--- src/rtl/gpio_pkg.sv ---
// Shared constants and helpers for the GPIO input conditioning block.
package gpio_pkg;
  localparam int GPIO_W             = 32;
  localparam int DEF_WIDTH          = 18;
  localparam int DEF_CLK_HZ         = 50_000_000;
  localparam int DEF_SAMPLE_HZ      = 1000;
  localparam int DEF_STABLE_SAMPLES = 4;

  function automatic int calc_div(input int clk_hz, input int sample_hz);
    return clk_hz / sample_hz;
  endfunction

  // Counter width for 0..n-1, never narrower than one bit.
  function automatic int cnt_width(input int n);
    return (n <= 1) ? 1 : $clog2(n);
  endfunction
endpackage

--- src/rtl/debounce_bit.sv ---
// One input bit: 2-flop synchronizer followed by a tick-sampled stability filter.
module debounce_bit
  import gpio_pkg::*;
#(
  parameter int STABLE_SAMPLES = DEF_STABLE_SAMPLES
) (
  input  logic clk,
  input  logic rst,
  input  logic tick,
  input  logic raw,
  output logic stable
);
  localparam int CW = cnt_width(STABLE_SAMPLES);

  logic          meta_q, sync_q;
  logic          stable_q, stable_d;
  logic [CW-1:0] cnt_q, cnt_d;

  always_comb begin
    stable_d = stable_q;
    cnt_d    = cnt_q;
    if (tick) begin
      // Any matching sample restarts the run, so only consecutive differences count.
      if (sync_q == stable_q) begin
        cnt_d = '0;
      end else if (cnt_q == CW'(STABLE_SAMPLES - 1)) begin
        stable_d = sync_q;
        cnt_d    = '0;
      end else begin
        cnt_d = cnt_q + 1'b1;
      end
    end
  end

  always_ff @(posedge clk or posedge rst) begin
    if (rst) begin
      meta_q   <= 1'b0;
      sync_q   <= 1'b0;
      stable_q <= 1'b0;
      cnt_q    <= '0;
    end else begin
      meta_q   <= raw;
      sync_q   <= meta_q;
      stable_q <= stable_d;
      cnt_q    <= cnt_d;
    end
  end

  assign stable = stable_q;
endmodule

--- src/rtl/gpio_in_debounce.sv ---
// Board input conditioner: per-bit debounce, edge pulses, zero-padded GPIO word.
// Optional GPIO_IN_STICKY_EN adds a sticky change flag on gpio_in[31] with clr_sticky.
module gpio_in_debounce
  import gpio_pkg::*;
#(
  parameter int WIDTH          = DEF_WIDTH,
  parameter int CLK_HZ         = DEF_CLK_HZ,
  parameter int SAMPLE_HZ      = DEF_SAMPLE_HZ,
  parameter int STABLE_SAMPLES = DEF_STABLE_SAMPLES
) (
  input  logic              clk,
  input  logic              rst,
`ifdef GPIO_IN_STICKY_EN
  input  logic              clr_sticky,
`endif
  input  logic [WIDTH-1:0]  raw_in,
  output logic [GPIO_W-1:0] gpio_in,
  output logic [WIDTH-1:0]  rise,
  output logic [WIDTH-1:0]  fall,
  output logic              changed
);
  localparam int DIV = calc_div(CLK_HZ, SAMPLE_HZ);
  localparam int DW  = $clog2(DIV);

  logic [DW-1:0]    div_q, div_d;
  logic             tick;
  logic [WIDTH-1:0] stable;
  logic [WIDTH-1:0] dbn_q, dbn_d;
  logic [WIDTH-1:0] rise_q, rise_d, fall_q, fall_d;
  logic             changed_q, changed_d;

  assign tick = (div_q == DW'(DIV - 1));

  for (genvar i = 0; i < WIDTH; i++) begin : g_bit
    debounce_bit #(.STABLE_SAMPLES(STABLE_SAMPLES)) u_bit (
      .clk    (clk),
      .rst    (rst),
      .tick   (tick),
      .raw    (raw_in[i]),
      .stable (stable[i])
    );
  end

  // dbn_q lags stable by one cycle, so the edge pulses line up with the word update.
  always_comb begin
    div_d     = tick ? '0 : div_q + 1'b1;
    dbn_d     = stable;
    rise_d    = stable & ~dbn_q;
    fall_d    = ~stable & dbn_q;
    changed_d = |(rise_d | fall_d);
  end

  always_ff @(posedge clk or posedge rst) begin
    if (rst) begin
      div_q     <= '0;
      dbn_q     <= '0;
      rise_q    <= '0;
      fall_q    <= '0;
      changed_q <= 1'b0;
    end else begin
      div_q     <= div_d;
      dbn_q     <= dbn_d;
      rise_q    <= rise_d;
      fall_q    <= fall_d;
      changed_q <= changed_d;
    end
  end

`ifdef GPIO_IN_STICKY_EN
  logic sticky_q, sticky_d;

  // A visible changed pulse beats a simultaneous clear.
  always_comb begin
    sticky_d = changed_q | (sticky_q & ~clr_sticky);
  end

  always_ff @(posedge clk or posedge rst) begin
    if (rst) sticky_q <= 1'b0;
    else     sticky_q <= sticky_d;
  end
`endif

  always_comb begin
    gpio_in            = '0;
    gpio_in[WIDTH-1:0] = dbn_q;
`ifdef GPIO_IN_STICKY_EN
    gpio_in[GPIO_W-1]  = sticky_q;
`endif
  end

  assign rise    = rise_q;
  assign fall    = fall_q;
  assign changed = changed_q;
endmodule

--- config.mk ---
export PLATFORM = sky130hd
export DESIGN_NAME = gpio_in_debounce
export DESIGN_NICKNAME = d
export VERILOG_FILES = /design/src/rtl/gpio_pkg.sv /design/src/rtl/debounce_bit.sv /design/src/rtl/gpio_in_debounce.sv
export SDC_FILE = /design/constraint.sdc
export NUM_CORES = 1
export LEC_CHECK = 0
export ABC_CLOCK_PERIOD_IN_PS = 4100
export BUFFER_PORTS_ARGS = -buffer_cell sky130_fd_sc_hd__buf_4
export CORE_ASPECT_RATIO = 1.4
export CORE_MARGIN = 1
export CORE_UTILIZATION = 56
export CTS_CLUSTER_DIAMETER = 200
export DETAILED_ROUTE_END_ITERATION = 10
export PLACE_DENSITY = 0.87
export SLEW_MARGIN = 10
export SYNTH_ARGS = -nofsm -noshare
export SYNTH_HDL_FRONTEND = slang
export SYNTH_HIERARCHICAL = 1
export SYNTH_SLANG_ARGS = --single-unit
--- constraint.sdc ---
create_clock -name clk -period 4.1 [get_ports clk]
set_input_delay 0.41 -clock clk [delete_from_list [all_inputs] [get_ports clk]]
set_output_delay 0.41 -clock clk [all_outputs]
set_load 0.03 [all_outputs]
==> metrics.yaml <==
status:
  status: "finished clean"
grt:
  grt_pass1_vias: 4363
  grt.total_usage_pct: 23.9
  grt_max_degree: 68
  antenna_found_initial: 0
  grt_overflow: 0
  grt_pass1_wl_mm: 21.3
clock_network:
  clkTransAtPathRegs_ps: 60
  cts_tree: "done"
  cts_hold_buf: 0
  root_buffer: "clkbuf_16"
  h-tree-depth: 4
  cts_setup_buffers: 0
  worstSkewPairLatency_ps: 420
  cts_buffers: 17
  clock_sinks: 161
  clk_path_buf_depth: 2
  ctsResizeCount: 0
setup_path:
  cp-start-kind: "flip-flop"
  r2r-start: "div_q[4]"
  path_cells: "nor2_1 -> nand3_1 -> nor4_1 -> and3_2 -> buf_4 -> or3b_1 -> o22ai_1"
  worstPathArrival_ps: 3230
  cp_top_family: "simple AND/OR/NAND/NOR gates"
  cp-end-kind: "flip-flop"
  cpPeakStageDelay_ps: 980
  worstSetupPathType: "reg -> reg"
  timing.rr.end: "g_bit[16].u_bit/cnt_q[0]"
  path_max_fanout: 67
  cp_slowest_cell: "and3_2"
  critPathBufInv: 1
  worstPathRequired_ps: 4410
  ff2ff_path_depth: 7
  ff2ff_setup_slack_ps: 1180
timing:
  worstMarginPinSlew_ps: 1120
  fin_crit_ps: 2920
  setup_tns_ps: 0
  whs_ps: 35.0
  max_freq_ghz: 0.342
  maxSlewHeadroom_pct: 25.4
  finalMaxSlewViolations: 0
  setup_viol: 0
  finClkSkew_ps: 6.35
  rsz0062_at_grt: "false"
  hold_violations: 0
  finalCritPeriodShare_pct: 71.3
power_and_ir_drop:
  p_int_uw: 2690
  power_frac_clock_pct: 49.6
  peakVddDrop_mv: 0.309
  swShare_pct: 20.0
  combPwrFrac_pct: 2.4
  p_per_area_nw_per_um2: 433
  leakagePower_uw: 0.00385
  seq_power_share_pct: 48.0
  p_sw_uw: 673
placement:
  io_buffers: 74
  placed_area_um2: 7140
  hpwl_mm: 8.40
  dpl.cell_count: 728
  place_congestion: 0.818
drt:
  drc: 0
  wire_per_inst_um: 17.5
  vias_per_cell: 5.25
  num_vias: 3983
  dr.first_iter.drc_count: 226
  wl_met3_um: 440
  top_layer: "met4"
  drt-met1-wl_mm: 4.92
  wl_met2_mm: 7.59
  dr.pass1.iters: 4
  wl_mm: 13.3
  antenna_left: 0
yosys:
  synthTopCellsByCount: "161 x dfrtp_1, 92 x inv_1, 55 x ha_1, 39 x nand2_1, 36 x o22ai_1"
  synth_cell_types: 23
  synth_area_leaders: "dfrtp_1 63%, ha_1 11%, inv_1 5.4%"
  async_flop_share_pct: 100
  netlist_instances: 508
  synth_area_um2: 6440
  syn-mean-instance-area_um2: 12.7
  synth_top_area_share_pct: 62.6
  ys_seq_area_share_pct: 62.6
  yosysMostFrequentCell: "dfrtp_1"
  synth_edf_count: 0
  ys_ff_latch: 161
  yosys_warnings: 6
  yosysTopAreaCell: "dfrtp_1"
  synth_ff_type: "dfrtp_1"
finish:
  drive_gt1_share_pct: 20.8
  area_growth_pct: 20.7
  diodes: 0
  finalNetCount: 678
  design_area_um2: 7770
  final_cells: 759
flow_run:
  max_cap_violations: 0
floorplanning:
  dieWidth_um: 92.6
  rows: 46
  num_io_pins: 89
  die-height_um: 129
  initial_utilization_pct: 57.1
  die-area_um2: 11900
  coreArea_um2: 11300
min_path:
  min_path_type: "in -> async"
==> registers in the layout, summed over array words and instances (netlist names) <==
signal	count
div_q	16
g_bit.u_bit/cnt_q	36
g_bit.u_bit/stable	18
fall	18
changed	1
rise	18
g_bit.u_bit/meta_q	18
g_bit.u_bit/sync_q	18
dbn_q	18
==> cell families after synthesis <==
| family | synth area share (%) |
|---|---|
| muxes | 3.15 |
| AOI/OAI and AO/OA | 3.50 |
| and+or+nand+nor | 8.69 |
| other | 0.0582 |
| buffers and inverters | 7.00 |
| xor gates and xnor gates | 4.35 |
| DFF | 62.6 |
| adders and majority gates | 10.7 |
==> how the worst max path moves through the flow <==
stage | from | end | slack [ps] | cells after the start
after floorplan | div_q[4] | g_bit[0].u_bit/cnt_q[0] | 1240 | 6
after global placement | div_q[4] | g_bit[16].u_bit/cnt_q[0] | 1540 | 7
after detailed placement | div_q[4] | g_bit[4].u_bit/cnt_q[0] | 1340 | 7
after CTS | div_q[4] | g_bit[16].u_bit/cnt_q[0] | 1250 | 7
after global routing | div_q[4] | g_bit[16].u_bit/cnt_q[0] | 1010 | 7
final | div_q[4] | g_bit[16].u_bit/cnt_q[0] | 1180 | 7
==> cell type report <==
class	instances	area (µm²)
well taps	144	180
clock inverters	9	154
clock buffers	22	474
repair buffers	77	578
multi-input cells	254	2010
fillers	731	3510
flip-flops and latches	161	4030
inverters	92	345
==> metrics by stage <==
stage / total power [µW] / worst slack [ps] / util (%)
6_report: 3370 / 1180 / 68.9
5_1_grt: 3470 / 1010 / 68.9
4_1_cts: 3390 / 1250 / 68.9
3_5_place_dp: 1730 / 1340 / 63.3
3_3_place_gp: 1720 / 1540 / 63.3
2_1_floorplan: 1700 / 1240 / -
==> cell usage in the layout, fill, tap and decap left out, drive strengths merged, types with 4 or more instances in the layout <==
cell      n
nand3     6
conb     14
inv      93
nor4      4
bufinv    4
nor2     10
buf      77
nand2    39
nand4     9
xnor2    27
dfrtp   161
ha       55
mux2     18
or3b     18
clkbuf   22
o22ai    36
xor2      5
==> power by group through the flow <==
stage	registers, µW	clock network [µW]	logic (µW)
floorplan	1640	0	62.4
global placement	1640	0	77.3
detailed placement	1640	0	80.6
CTS	1620	1690	82.1
global route	1620	1760	90.1
finish	1620	1670	80.1
==> per-layer routing <==
layer | vias up | global-route usage [%]
met4 | 0 | 9.68
met5 | - | 0
met3 | 24 | 6.50
met2 | 105 | 44.5
met1 | 2038 | 25.4
li1 | 1816 | -
Power figures use the tool's default switching activity.
